## config.mk

```make
export PLATFORM = sky130hd
export DESIGN_NAME = seg7_signed_display
export DESIGN_NICKNAME = d
export VERILOG_FILES = /design/src/rtl/seg7_signed_display.sv
export SDC_FILE = /design/constraint.sdc
export NUM_CORES = 1
export LEC_CHECK = 0
export CAP_MARGIN = 20
export CORE_MARGIN = 3
export CORE_UTILIZATION = 34
export CTS_CLUSTER_SIZE = 12
export DETAILED_ROUTE_END_ITERATION = 16
export HOLD_SLACK_MARGIN = 0.1
export PLACE_DENSITY = 0.54
export SYNTH_ARGS = -nofsm -noshare
export SYNTH_HDL_FRONTEND = slang
export SYNTH_SLANG_ARGS = --single-unit
```

## constraint.sdc

```tcl
create_clock -name clk -period 7.9 [get_ports clk]
set_clock_uncertainty 0.15 [all_clocks]
set_input_delay 1.58 -clock clk [delete_from_list [all_inputs] [get_ports clk]]
set_output_delay 1.58 -clock clk [all_outputs]
set_load 0.01 [all_outputs]
```

## src/rtl/seg7_signed_display.sv

```systemverilog
// Signed result display: captures a two's-complement value, converts its magnitude
// to BCD by shift-add-3, and scans it onto a one-hot-anode 7-segment display.
module seg7_signed_display #(
    parameter int DATA_WIDTH    = 9,
    parameter int DIGITS        = 4,
    parameter int SCAN_DIV      = 50000,
    parameter int BLANK_LEADING = 0
) (
    input  logic                  clk,
    input  logic                  rst_n,
    input  logic [DATA_WIDTH-1:0] value_i,
    input  logic                  error_i,
    input  logic                  load_i,
    output logic                  busy_o,
    output logic                  overflow_o,
    output logic [DIGITS-1:0]     anode_o,
    output logic [6:0]            seg_o
);
    localparam int BCD_W  = 4 * (DIGITS - 1);
    localparam int CNT_W  = $clog2(DATA_WIDTH + 1);
    localparam int IDX_W  = $clog2(DIGITS);
    localparam int SCAN_W = (SCAN_DIV > 1) ? $clog2(SCAN_DIV) : 1;
    localparam logic [SCAN_W-1:0] SCAN_LAST = SCAN_W'(SCAN_DIV - 1);
    localparam logic [CNT_W-1:0]  BIT_LAST  = CNT_W'(DATA_WIDTH - 1);
    localparam logic [IDX_W-1:0]  TOP_IDX   = IDX_W'(DIGITS - 1);

    localparam logic [6:0] SEG_ZERO  = 7'b1111110;
    localparam logic [6:0] SEG_E     = 7'b1001111;
    localparam logic [6:0] SEG_MINUS = 7'b0000001;
    localparam logic [6:0] SEG_BLANK = 7'b0000000;

    typedef enum logic [1:0] {IDLE, CONVERT, COMMIT} state_t;

    state_t                state;
    logic [DATA_WIDTH-1:0] mag_shift;
    logic [BCD_W-1:0]      bcd;
    logic [CNT_W-1:0]      bit_cnt;
    logic                  conv_ovf;
    logic                  conv_neg;
    logic                  conv_err;
    logic [BCD_W-1:0]      disp_bcd;
    logic                  disp_neg;
    logic                  disp_err;
    logic [SCAN_W-1:0]     scan_cnt;

    logic [DATA_WIDTH-1:0] mag_in;
    logic [BCD_W-1:0]      bcd_adj;
    logic [BCD_W:0]        bcd_shifted;
    logic [3:0]            digit_at [DIGITS];
    logic [DIGITS-1:0]     upper_zero;
    logic [DIGITS-1:0]     anode_next;
    logic [IDX_W-1:0]      idx_next;
    logic [6:0]            seg_next;

    function automatic logic [6:0] bcd_to_seg(input logic [3:0] d);
        case (d)
            4'd0:    bcd_to_seg = 7'b1111110;
            4'd1:    bcd_to_seg = 7'b0110000;
            4'd2:    bcd_to_seg = 7'b1101101;
            4'd3:    bcd_to_seg = 7'b1111001;
            4'd4:    bcd_to_seg = 7'b0110011;
            4'd5:    bcd_to_seg = 7'b1011011;
            4'd6:    bcd_to_seg = 7'b1011111;
            4'd7:    bcd_to_seg = 7'b1110000;
            4'd8:    bcd_to_seg = 7'b1111111;
            4'd9:    bcd_to_seg = 7'b1111011;
            default: bcd_to_seg = 7'b0000000;
        endcase
    endfunction

    // Unary minus on the unsigned view maps -2^(W-1) onto 2^(W-1), which still fits.
    assign mag_in = value_i[DATA_WIDTH-1] ? (-value_i) : value_i;

    genvar gi;
    generate
        for (gi = 0; gi < DIGITS - 1; gi++) begin : g_digit
            assign bcd_adj[4*gi +: 4] = (bcd[4*gi +: 4] >= 4'd5) ? (bcd[4*gi +: 4] + 4'd3)
                                                                 : bcd[4*gi +: 4];
            assign digit_at[gi] = disp_bcd[4*gi +: 4];
        end
    endgenerate
    assign digit_at[DIGITS-1] = 4'd0;

    // The bit leaving the top BCD digit is a carry into a decade we cannot display.
    assign bcd_shifted = {bcd_adj, mag_shift[DATA_WIDTH-1]};

    always_ff @(posedge clk or negedge rst_n) begin
        if (!rst_n) begin
            state      <= IDLE;
            busy_o     <= 1'b0;
            overflow_o <= 1'b0;
            mag_shift  <= '0;
            bcd        <= '0;
            bit_cnt    <= '0;
            conv_ovf   <= 1'b0;
            conv_neg   <= 1'b0;
            conv_err   <= 1'b0;
            disp_bcd   <= '0;
            disp_neg   <= 1'b0;
            disp_err   <= 1'b0;
        end else begin
            busy_o <= (state != IDLE);
            case (state)
                IDLE: begin
                    if (load_i && !busy_o) begin
                        mag_shift <= mag_in;
                        conv_neg  <= value_i[DATA_WIDTH-1];
                        conv_err  <= error_i;
                        bcd       <= '0;
                        conv_ovf  <= 1'b0;
                        bit_cnt   <= '0;
                        state     <= CONVERT;
                    end
                end
                CONVERT: begin
                    mag_shift <= mag_shift << 1;
                    bcd       <= bcd_shifted[BCD_W-1:0];
                    conv_ovf  <= conv_ovf | bcd_shifted[BCD_W];
                    bit_cnt   <= bit_cnt + CNT_W'(1);
                    if (bit_cnt == BIT_LAST) begin
                        state <= COMMIT;
                    end
                end
                COMMIT: begin
                    disp_bcd   <= bcd;
                    disp_neg   <= conv_neg;
                    disp_err   <= conv_err;
                    overflow_o <= conv_ovf;
                    state      <= IDLE;
                end
                default: state <= IDLE;
            endcase
        end
    end

    always_comb begin
        anode_next = (scan_cnt == SCAN_LAST) ? {anode_o[DIGITS-2:0], anode_o[DIGITS-1]} : anode_o;
        idx_next   = '0;
        for (int k = 0; k < DIGITS; k++) begin
            if (anode_next[k]) begin
                idx_next = IDX_W'(k);
            end
        end
        upper_zero             = '0;
        upper_zero[DIGITS-1]   = 1'b1;
        for (int k = DIGITS - 2; k >= 0; k--) begin
            upper_zero[k] = upper_zero[k+1] && (digit_at[k] == 4'd0);
        end
    end

    always_comb begin
        seg_next = SEG_ZERO;
        if (disp_err || overflow_o) begin
            seg_next = (idx_next == '0) ? SEG_E : SEG_ZERO;
        end else if (idx_next == TOP_IDX) begin
            seg_next = disp_neg ? SEG_MINUS : ((BLANK_LEADING != 0) ? SEG_BLANK : SEG_ZERO);
        end else if ((BLANK_LEADING != 0) && (idx_next != '0) && upper_zero[idx_next]) begin
            seg_next = SEG_BLANK;
        end else begin
            seg_next = bcd_to_seg(digit_at[idx_next]);
        end
    end

    // Segments are decoded for the anode that becomes active on this same edge.
    always_ff @(posedge clk or negedge rst_n) begin
        if (!rst_n) begin
            scan_cnt <= '0;
            anode_o  <= DIGITS'(1);
            seg_o    <= SEG_ZERO;
        end else begin
            scan_cnt <= (scan_cnt == SCAN_LAST) ? '0 : scan_cnt + SCAN_W'(1);
            anode_o  <= anode_next;
            seg_o    <= seg_next;
        end
    end
endmodule
```

==> results of run 1 <==
## report_power, final
part | internal [W] | switching (W) | leakage [nW] | total, W
Combinational | 0.000237 | 0.000277 | 0.884 | 0.000513
Clock | 0.000283 | 0.000143 | 0.153 | 0.000426
Sequential | 0.000498 | 0.0000914 | 0.920 | 0.000590
## critical path, stage by stage
cell and delay, ns:
clkdlybuf4s50_1 0.46, or3b_1 0.70, nor4_1 0.45, a21oi_1 0.07, a21oi_1 0.16
## how the worst min path moves through the flow
stage	endpoint	from	slack, ns
floorplan	scan_cnt[0]	scan_cnt[0]	0.28
CTS	scan_cnt[0]	scan_cnt[0]	0.30
finish	scan_cnt[0]	scan_cnt[0]	0.30
global route	scan_cnt[0]	scan_cnt[0]	0.34
global placement	scan_cnt[0]	scan_cnt[0]	0.29
detailed placement	scan_cnt[0]	scan_cnt[0]	0.30
## state kept, by name (all words and copies together), names as in the netlist
signal,flops
conv_neg,1
conv_err,1
conv_ovf,1
bcd,12
overflow_o,1
seg_o,7
state,2
scan_cnt,16
bit_cnt,4
anode_o,4
busy_o,1
disp_neg,1
mag_shift,9
disp_err,1
disp_bcd,12
## kinds of logic after synthesis
kind of cell,count (synthesis),share of synthesized area [%]
AO/OA/AOI/OAI,80,13.1
XOR/XNOR,26,5.91
adder cells (fa/ha/maj),16,5.20
buffers and inverters,37,4.19
flip-flops,73,47.7
multiplexers,32,9.58
AND/OR/NAND/NOR,110,14.3
## layout by cell type (no fill, tap or decap), types with 7 or more instances in the layout
cell	instances
dfrtp_1	66
nand2_1	36
clkdlybuf4s50_1	24
o21ai_1	23
nor2_1	22
inv_1	18
nand3_1	17
xor2_1	16
ha_1	16
a21oi_1	15
mux2_2	15
mux2i_1	11
nor2b_1	10
xnor2_1	10
clkbuf_16	9
o21ai_0	8
o31ai_1	7
dfstp_2	7
## final cells by class
| class | instances | area, sq um |
|---|---|---|
| sequential | 73 | 1840 |
| clock inverter | 3 | 65.1 |
| multi-input combinational | 264 | 1850 |
| tap | 140 | 175 |
| fill | 1073 | 6420 |
| inverter | 19 | 71.3 |
| timing repair buffer | 27 | 263 |
| clock buffer | 12 | 246 |
## metal layers
| layer | up-vias | part of all wire [%] | global-route usage [%] |
|---|---|---|---|
| li1 | 1353 | - | - |
| met2 | 39 | 48 | 20.1 |
| met1 | 1321 | 48 | 15.8 |
| met4 | 0 | 1.2 | 4.41 |
| met5 | - | 0 | 0 |
| met3 | 8 | 3.6 | 3.99 |
## stage by stage
step | instances | power (W)
final | 538 | 0.00153
after global routing | 538 | 0.00166
after CTS | 538 | 0.00155
after detailed placement | 523 | 0.00112
after global placement | 523 | 0.00110
after floorplan | 374 | 0.000963
==> summary.txt, run 1 <==
Routing
  – TritonRoute pass-1 iters: 4
  – Routed vias: between 2k and 3k
  – DRT iter0 DRCs: between 200 and 250
  – Residual DRC: 0
  – Via density: between 5 and 6
  – Routed len/inst: around 13 microns
  – Routed wire length: about 7.2 mm
  – Antenna Nets Post-Route: 0

Logic synthesis
  – Leading area contributor after synthesis: dfrtp_1
  – Asr flop ratio synth: 100%
  – Post-synth EDFFs: 0
  – Most used DFF post-synth: dfrtp_1
  – Mapped Area: a little under 0.004 sq mm
  – Count leader, synth: dfrtp_1
  – Synth Register Bits: 73
  – Syn Nets: between 400 and 500
  – Area contributors post-synth: dfrtp_1 (43%), ha_1 (5.2%), dfstp_2 (4.8%)
  – Syn. warnings: 0
  – Register area share after synthesis: 47.7%
  – Synth unique cells: 53
  – Post-synth top cells: dfrtp_1 (66), nand2_1 (36), o21ai_1 (23)
  – Syn Inst Count: roughly 370
  – Avg Cell Area, Syn: ~10 sq um
  – Top cell type's share of synthesized area: between 40% and 50%

Place
  – Port-buffer cells: 25
  – Post-DP HPWL: between 5 and 6 mm
  – Post-Place Worst Slack: approximately 4.2 ns
  – Final Wtd Congestion: 0.802
  – Placed Instance Area: around 0.0042 sq mm

Worst setup path
  – R2R Path End: seg_o[0]
  – Max FO, Critical Path: 24
  – Depth of the worst register-to-register path: 11
  – Worst reg2reg setup slack: between 4 and 5 ns
  – Startpoint type of the worst setup path: input port
  – Critical path class: in2reg
  – CP Capture Type: register
  – Worst setup path end: mag_shift[8]
  – Setup crit start: load_i
  – Worst EP arrival: between 3 and 4 ns
  – Crit path required time: between 7 and 8 ns
  – Critical R2R Launch: scan_cnt[0]

Die
  – Die width: 112 microns
  – Core area: approximately 0.011 sq mm
  – Row cnt: 38
  – Die area: about 0.013 sq mm
  – Top Ports: 26
  – Initial Util: between 30% and 40%
  – Die Span Y: 112 microns

STA
  – Hold Worst Slack: about 0.30 ns
  – Setup TNS: 0 ns
  – Final setup vio count: 0
  – Fin. max-slew vios: 0
  – Unrepaired setup endpoints after global routing: false
  – Tightest Pin Transition: between 0.9 and 1 ns
  – Worst Setup Slack, final: 4.57 ns
  – Part of the cycle the worst path needs: 42.2%
  – Hold Vio Cnt, Final: 0
  – Highest clock rate: between 300 and 400 MHz
  – Tmin final: 3.33 ns
  – Relative slew slack: 38.5%

Run
  – Max Cap Violations: 0

Finish
  – Final Util: between 40 and 50%
  – Fraction of layout cells with a size suffix above 1: about an eighth
  – Fin nets: 423
  – Fin area: ~0.0045 sq mm
  – Synth-to-Final Area Change: 17.1%
  – Antenna cells: 0

Power
  – Peak supply drop: about 0.16 mV
  – Pleak: about 2 nW
  – Cell Pwr Density: between 300 and 400 mW/mm^2

Clock tree
  – Clk slew on worst S/H paths: 0.05 ns
  – CTS Buf Count: 9
  – Htree depth: 3
  – Clock tree root driver cell: clkbuf_16
  – CTS tree: done
  – CTS max path bufs: 2
  – CTS Hold Bufs: 0
  – Clock Sinks: 73
  – Later-pin clock latency in the skew report: between 0.3 and 0.4 ns
  – Post-CTS Resized: 0
  – Setup bufs post-CTS: 0

GRT
  – Largest net degree at the start of global routing: 74
  – First-pass GRT wire length: roughly 13 mm
  – GR Overflow Total: 0
  – GRT Util Overall: between 10% and 20%
  – Number of global-route vias before repair: about 2.7k
  – Initial antenna violation count: 0

Worst hold path
  – Hold WC Path Type: reg2reg
  – WHS Path Cells: 1

Outcome
  – Outcome: finished clean
Note: power is estimated with default switching activity, not from simulation.
==> run 2, diff against run 1 <==
==> constraint.sdc (replaced) <==
create_clock -name clk -period 3.1 [get_ports clk]
set_clock_uncertainty 0.15 [all_clocks]
set_input_delay 0.62 -clock clk [delete_from_list [all_inputs] [get_ports clk]]
set_output_delay 0.62 -clock clk [all_outputs]
set_load 0.01 [all_outputs]
==> summary.txt, run 2 (synthesis gave the netlist of run 1 again) <==
STA
  – Final setup vio count: 0 (unchanged)
  – Worst Setup Slack, final: 0.427 ns (was 4.57 ns)
  – Unrepaired setup endpoints after global routing: false (unchanged)
  – Tightest Pin Transition: 0.932 ns (was 0.922 ns)
  – Highest clock rate: around 370 MHz
  – Hold Vio Cnt, Final: 0 (unchanged)
  – Tmin final: 2.67 ns
  – Setup TNS: 0 ns (unchanged)
  – Part of the cycle the worst path needs: a little under nine tenths
  – Fin. max-slew vios: 0 (unchanged)
  – Relative slew slack: 37.9% (was 38.5%)

Routing
  – Antenna Nets Post-Route: 0 (unchanged)
  – Routed len/inst: 13.4 microns (about the same)
  – DRT iter0 DRCs: 135 (was 201)
  – Via density: 5.05 (was 5.06)
  – Routed vias: 2750 (was 2721)
  – TritonRoute pass-1 iters: 4 (unchanged)
  – Residual DRC: 0 (unchanged)
  – Routed wire length: 7.28 mm (was 7.23 mm)

Worst setup path
  – Worst reg2reg setup slack: 0.43 ns (was 4.72 ns)
  – CP Capture Type: register (unchanged)
  – Worst EP arrival: 2.77 ns (was 3.42 ns)
  – CP max-delay cell: dfrtp_1 (was or3b_1)
  – Max FO, Critical Path: 9 (was 24)
  – Critical-path cell list: ha_1 > and3_1 > and4_4 > or3_1 > a21oi_1 > a31oi_1 > buf_4 > ha_1 > nand3_1 > o31ai_1 > a211o_1 (was clkdlybuf4s50_1 > or3b_1 > nor4_1 > a21oi_1 > a21oi_1)
  – Critical path class: reg2reg (was in2reg)
  – Bufs and invs on worst path: 1 (unchanged)
  – Max incr delay on CP: 0.39 ns (was 0.70 ns)
  – Most used cell along the critical path: ha_1 (was a21oi_1)
  – Startpoint type of the worst setup path: register (was input port)
  – Crit path required time: 3.20 ns (was 7.99 ns)
  – CP delay by family, top: simple AND/OR/NAND/NOR gates (unchanged)

Finish
  – Largest register FFs: 16 (unchanged)
  – Antenna cells: 0 (unchanged)
  – Synth-to-Final Area Change: 17.7% (was 17.1%)
  – Filler cells: 1080 (was 1073)
  – Commonest non-fill, non-tap cell in the layout: dfrtp_1 (unchanged)
  – Commonest cells after routing, fill and taps aside: dfrtp_1 (66), nand2_1 (36), clkdlybuf4s50_1 (24) (unchanged)
  – Reg with most FFs: scan_cnt (unchanged)
  – Fraction of layout cells with a size suffix above 1: 13.6% (was 12.3%)
  – Largest registers: scan_cnt: 16 flops, bcd: 12 flops, disp_bcd: 12 flops (unchanged)
  – Fin nets: 429 (was 423)

Die
  – Core area: 0.0109 sq mm (unchanged)
  – Initial Util: 35.2% (unchanged)
  – Die width: 112 microns (unchanged)
  – Die area: 0.0126 sq mm (unchanged)
  – Die Span Y: 112 microns (unchanged)
  – Top Ports: 26 (unchanged)
  – Row cnt: 38 (unchanged)

GRT
  – Initial antenna violation count: 0 (unchanged)
  – GRT busiest layer: met2 (unchanged)
  – GRT Util Overall: 12.4% (was 12.5%)
  – Largest net degree at the start of global routing: 74 (unchanged)
  – Met1 Use GR: 15.7% (was 15.8%)
  – First-pass GRT wire length: 12.8 mm (about the same)
  – GR Overflow Total: 0 (unchanged)
  – M3 GR Usage: 3.34% (was 3.99%)
  – Met2 usage: 20.9% (was 20.1%)
  – Number of global-route vias before repair: 2739 (was 2724)

Clock tree
  – Clock tree root driver cell: clkbuf_16 (unchanged)
  – CTS Buf Count: 9 (unchanged)
  – Later-pin clock latency in the skew report: 0.33 ns (about the same)
  – Htree depth: 3 (unchanged)
  – CTS max path bufs: 2 (unchanged)
  – Post-CTS Resized: 0 (unchanged)
  – Clock Sinks: 73 (unchanged)
  – CTS Hold Bufs: 0 (unchanged)
  – Setup bufs post-CTS: 0 (unchanged)
  – CTS tree: done (unchanged)
  – Clk slew on worst S/H paths: 0.05 ns (about the same)

Power
  – Cell Pwr Density: 851 mW/mm^2 (was 339 mW/mm^2)
  – Peak supply drop: 0.406 mV (was 0.156 mV)
  – Pleak: 1.98 nW (was 1.96 nW)

Place
  – Final Wtd Congestion: 0.840 (was 0.802)
  – Port-buffer cells: 25 (unchanged)
  – Post-Place Worst Slack: 0.440 ns (was 4.21 ns)
  – Post-DP HPWL: 5.18 mm (was 5.08 mm)

Outcome
  – Outcome: finished clean (unchanged)

Worst hold path
  – Hold WC Path Type: in2async (was reg2reg)

Run
  – Max Cap Violations: 0 (unchanged)
## run 2: worst paths after layout
kind / from / endpoint / cells after the start
worst max-delay path: scan_cnt[0] / seg_o[2] / 11
worst min-delay path: rst_n / scan_cnt[12] / 1
worst max register to register: scan_cnt[0] / seg_o[2] / 11
worst min register to register: scan_cnt[0] / scan_cnt[0] / 1
max in group asynchronous: rst_n / conv_err / 1
min in group clk: scan_cnt[0] / scan_cnt[0] / 1
## run 2: per-layer routing
metal	up-vias	share of wire, %
met3	9	3.7
met5	-	0
li1	1369	-
met2	43	47
met4	0	1.3
met1	1329	48
## run 2: metrics by stage
| step | instances | power [W] | instance area (sq um) | hold slack (ns) | utilization, % |
|---|---|---|---|---|---|
| 3_3_place_gp | 529 | 0.00285 | 4240 | 0.287 | 38.8 |
| 4_1_cts | 545 | 0.00391 | 4530 | 0.318 | 41.5 |
| 6_report | 545 | 0.00386 | 4530 | 0.248 | 41.5 |
| 2_1_floorplan | 374 | 0.00245 | 3850 | 0.174 | - |
| 3_5_place_dp | 529 | 0.00288 | 4240 | 0.311 | 38.8 |
| 5_1_grt | 545 | 0.00417 | 4530 | 0.326 | 41.5 |
## run 2: worst register-to-register path: cells and delay by family (launching register included)
family                     cells  cell delay [ns]
and+or+nand+nor                4             0.87
adders and majority gates      2             0.43
buffers and inverters          1             0.18
AOI/OAI and AO/OA              4             0.58
DFF                            1             0.39
## run 2: final cells by class
class / count / area [sq um] / share of cell area [%]
well taps: 140 / 175 / 3.86
clock buffers: 13 / 250 / 5.52
flip-flops and latches: 73 / 1840 / 40.5
multi-input cells: 264 / 1850 / 40.9
clock inverters: 3 / 40.0 / 0.883
inverters: 19 / 71.3 / 1.57
repair buffers: 33 / 308 / 6.79
## run 2: power breakdown
group	switching [W]	internal, W
logic	0.000713	0.000629
clock network	0.000367	0.000643
registers	0.000235	0.00127
==> run 3, diff against run 2 <==
--- a/config.mk
+++ b/config.mk
@@ -7,11 +7,12 @@
 export LEC_CHECK = 0
 export CAP_MARGIN = 20
 export CORE_MARGIN = 3
-export CORE_UTILIZATION = 34
+export CORE_UTILIZATION = 59
+export CTS_CLUSTER_DIAMETER = 30
 export CTS_CLUSTER_SIZE = 12
 export DETAILED_ROUTE_END_ITERATION = 16
 export HOLD_SLACK_MARGIN = 0.1
-export PLACE_DENSITY = 0.54
+export PLACE_DENSITY = 0.83
 export SYNTH_ARGS = -nofsm -noshare
 export SYNTH_HDL_FRONTEND = slang
 export SYNTH_SLANG_ARGS = --single-unit
==> summary.txt, run 3 (synthesis gave the netlist of run 1 again) <==
Clock tree
  – Clk slew on worst S/H paths: 0.08 ns (was 0.05 ns)
  – CTS Buf Count: 9 (unchanged)
  – CTS max path bufs: 2 (unchanged)
  – Later-pin clock latency in the skew report: 0.35 ns (was 0.33 ns)
  – Htree depth: 3 (unchanged)
  – CTS tree: done (unchanged)
  – Setup bufs post-CTS: 0 (unchanged)
  – Clock tree root driver cell: clkbuf_8 (was clkbuf_16)
  – Clock Sinks: 73 (unchanged)

Routing
  – Via density: 5.96 (was 5.05)
  – Routed vias: 2861 (was 2750)
  – TritonRoute pass-1 iters: 4 (unchanged)
  – DRT iter0 DRCs: 134 (was 135)
  – Residual DRC: 0 (unchanged)
  – Routed len/inst: 15.9 microns (was 13.4 microns)
  – Routed wire length: 7.61 mm (was 7.28 mm)
  – Antenna Nets Post-Route: 0 (unchanged)

Worst setup path
  – Worst reg2reg setup slack: 0.22 ns (was 0.43 ns)
  – Worst EP arrival: 3.00 ns (was 2.77 ns)
  – Crit path required time: 3.22 ns (was 3.20 ns)
  – CP Capture Type: register (unchanged)
  – Startpoint type of the worst setup path: register (unchanged)
  – Critical path class: reg2reg (unchanged)
  – Max FO, Critical Path: 11 (was 9)

STA
  – Unrepaired setup endpoints after global routing: false (unchanged)
  – Relative slew slack: 58.2% (was 37.9%)
  – Hold Vio Cnt, Final: 0 (unchanged)
  – Final setup vio count: 0 (unchanged)
  – Fin. max-slew vios: 0 (unchanged)
  – Highest clock rate: 347 MHz (was 374 MHz)
  – Tmin final: 2.88 ns (was 2.67 ns)
  – Tightest Pin Transition: 0.627 ns (was 0.932 ns)
  – Setup TNS: 0 ns (unchanged)
  – Part of the cycle the worst path needs: 93.1% (was 86.2%)
  – Hold Worst Slack: 0.111 ns (was 0.248 ns)

GRT
  – GRT Util Overall: 22.2% (was 12.4%)
  – Largest net degree at the start of global routing: 49 (was 74)
  – Number of global-route vias before repair: 2839 (was 2739)
  – GR Overflow Total: 0 (unchanged)
  – First-pass GRT wire length: 13.0 mm (was 12.8 mm)
  – Initial antenna violation count: 0 (unchanged)

Finish
  – Largest registers: scan_cnt: 16 flops, bcd: 12 flops, disp_bcd: 12 flops (unchanged)
  – Fraction of layout cells with a size suffix above 1: 14.6% (was 13.6%)
  – Fin nets: 429 (unchanged)
  – Filler cells: 442 (was 1080)
  – Commonest non-fill, non-tap cell in the layout: dfrtp_1 (unchanged)
  – Synth-to-Final Area Change: 14.8% (was 17.7%)
  – Largest register FFs: 16 (unchanged)
  – Reg with most FFs: scan_cnt (unchanged)
  – Commonest cells after routing, fill and taps aside: dfrtp_1 (66), nand2_1 (36), clkdlybuf4s50_1 (24) (unchanged)
  – Antenna cells: 0 (unchanged)
  – Final Non-Filler Cells: 480 (was 545)
  – Fin area: 0.00442 sq mm (was 0.00453 sq mm)

Worst hold path
  – Hold WC Path Type: in2async (unchanged)

Power
  – Peak supply drop: 0.539 mV (was 0.406 mV)
  – Total design power: 0.00379 W (was 0.00386 W)
  – Cell Pwr Density: 857 mW/mm^2 (was 851 mW/mm^2)
  – Pleak: 1.95 nW (was 1.98 nW)

Place
  – Final Wtd Congestion: 0.879 (was 0.840)
  – Post-DP HPWL: 5.25 mm (was 5.18 mm)
  – Placed Instance Area: 0.00417 sq mm (was 0.00424 sq mm)
  – Placed Instances: 464 (was 529)
  – Port-buffer cells: 25 (unchanged)

Outcome
  – Outcome: finished clean (unchanged)

Run
  – Max Cap Violations: 0 (unchanged)

Die
  – Core area: 0.00613 sq mm (was 0.0109 sq mm)
  – Die width: 86.8 microns (was 112 microns)
  – Top Ports: 26 (unchanged)
  – Row cnt: 28 (was 38)
  – Die Span Y: 86.8 microns (was 112 microns)
  – Initial Util: 62.8% (was 35.2%)
  – Die area: 0.00753 sq mm (was 0.0126 sq mm)
run 3: changes by cell type in the layout (fill, tap and decap cells not counted), moves of 2 or more:
cell        change
bufinv_16       +2
clkbuf_1        -3
clkinvlp_4      +2
clkbuf_8        +8
buf_4           -2
clkbuf_16       -9
run 3: layer usage:
layer  wire length, microns  up-vias  global-route usage (%)  part of all wire, %
met5                      0        -                       0                    0
met4                    243        0                    12.5                  3.2
met3                    202       23                    3.71                  2.7
met2                   3770       46                    37.8                   50
met1                   3390     1423                    26.6                   45
li1                       -     1369                       -                    -
run 3: cell type report:
class	instances	area [sq um]	area share (%)
Clock buffer	9	124	2.80
Clock inverter	7	119	2.69
Inverter	19	71.3	1.61
Multi-Input combinational cell	264	1860	42.1
Sequential cell	73	1840	41.5
Tap cell	75	93.8	2.12
Timing Repair Buffer	33	318	7.19
run 3: final timing paths:
| path | start | to | cells past startpoint |
|---|---|---|---|
| worst max-delay path | scan_cnt[0] | seg_o[0] | 11 |
| worst min-delay path | rst_n | disp_neg | 1 |
| worst max register to register | scan_cnt[0] | seg_o[0] | 11 |
| worst min register to register | scan_cnt[0] | scan_cnt[0] | 1 |
| max in group asynchronous | rst_n | bcd[3] | 2 |
| min in group clk | scan_cnt[0] | scan_cnt[0] | 1 |
run 3: where the power goes:
group | internal, W | switching, W | total [W]
clock | 0.000534 | 0.000362 | 0.000896
sequential | 0.00127 | 0.000251 | 0.00152
combinational | 0.000629 | 0.000746 | 0.00137
total | 0.00243 | 0.00136 | 0.00379
run 3: metrics by stage:
step                util (%)  setup slack [ns]
floorplan                  -             0.344
global placement        68.1             0.289
finish                  72.1             0.215
global route            72.1            0.0114
detailed placement      68.1             0.160
CTS                     72.0             0.106
run 3: what timing repair did:
item / in CTS / in global routing
resized for setup: 0 / 1
setup endpoints to repair: 0 / 2
hold buffers: 0 / 0
run 3: critical path, stage by stage, from the launching register on:
cell and delay [ns]:
dfrtp_1 0.36, ha_1 0.18, and3_1 0.25, and4_4 0.38, or3_1 0.16, a21oi_1 0.09, a31oi_2 0.31, inv_1 0.12
ha_1 0.23, o311ai_1 0.30, a21oi_1 0.07, nor3_1 0.20
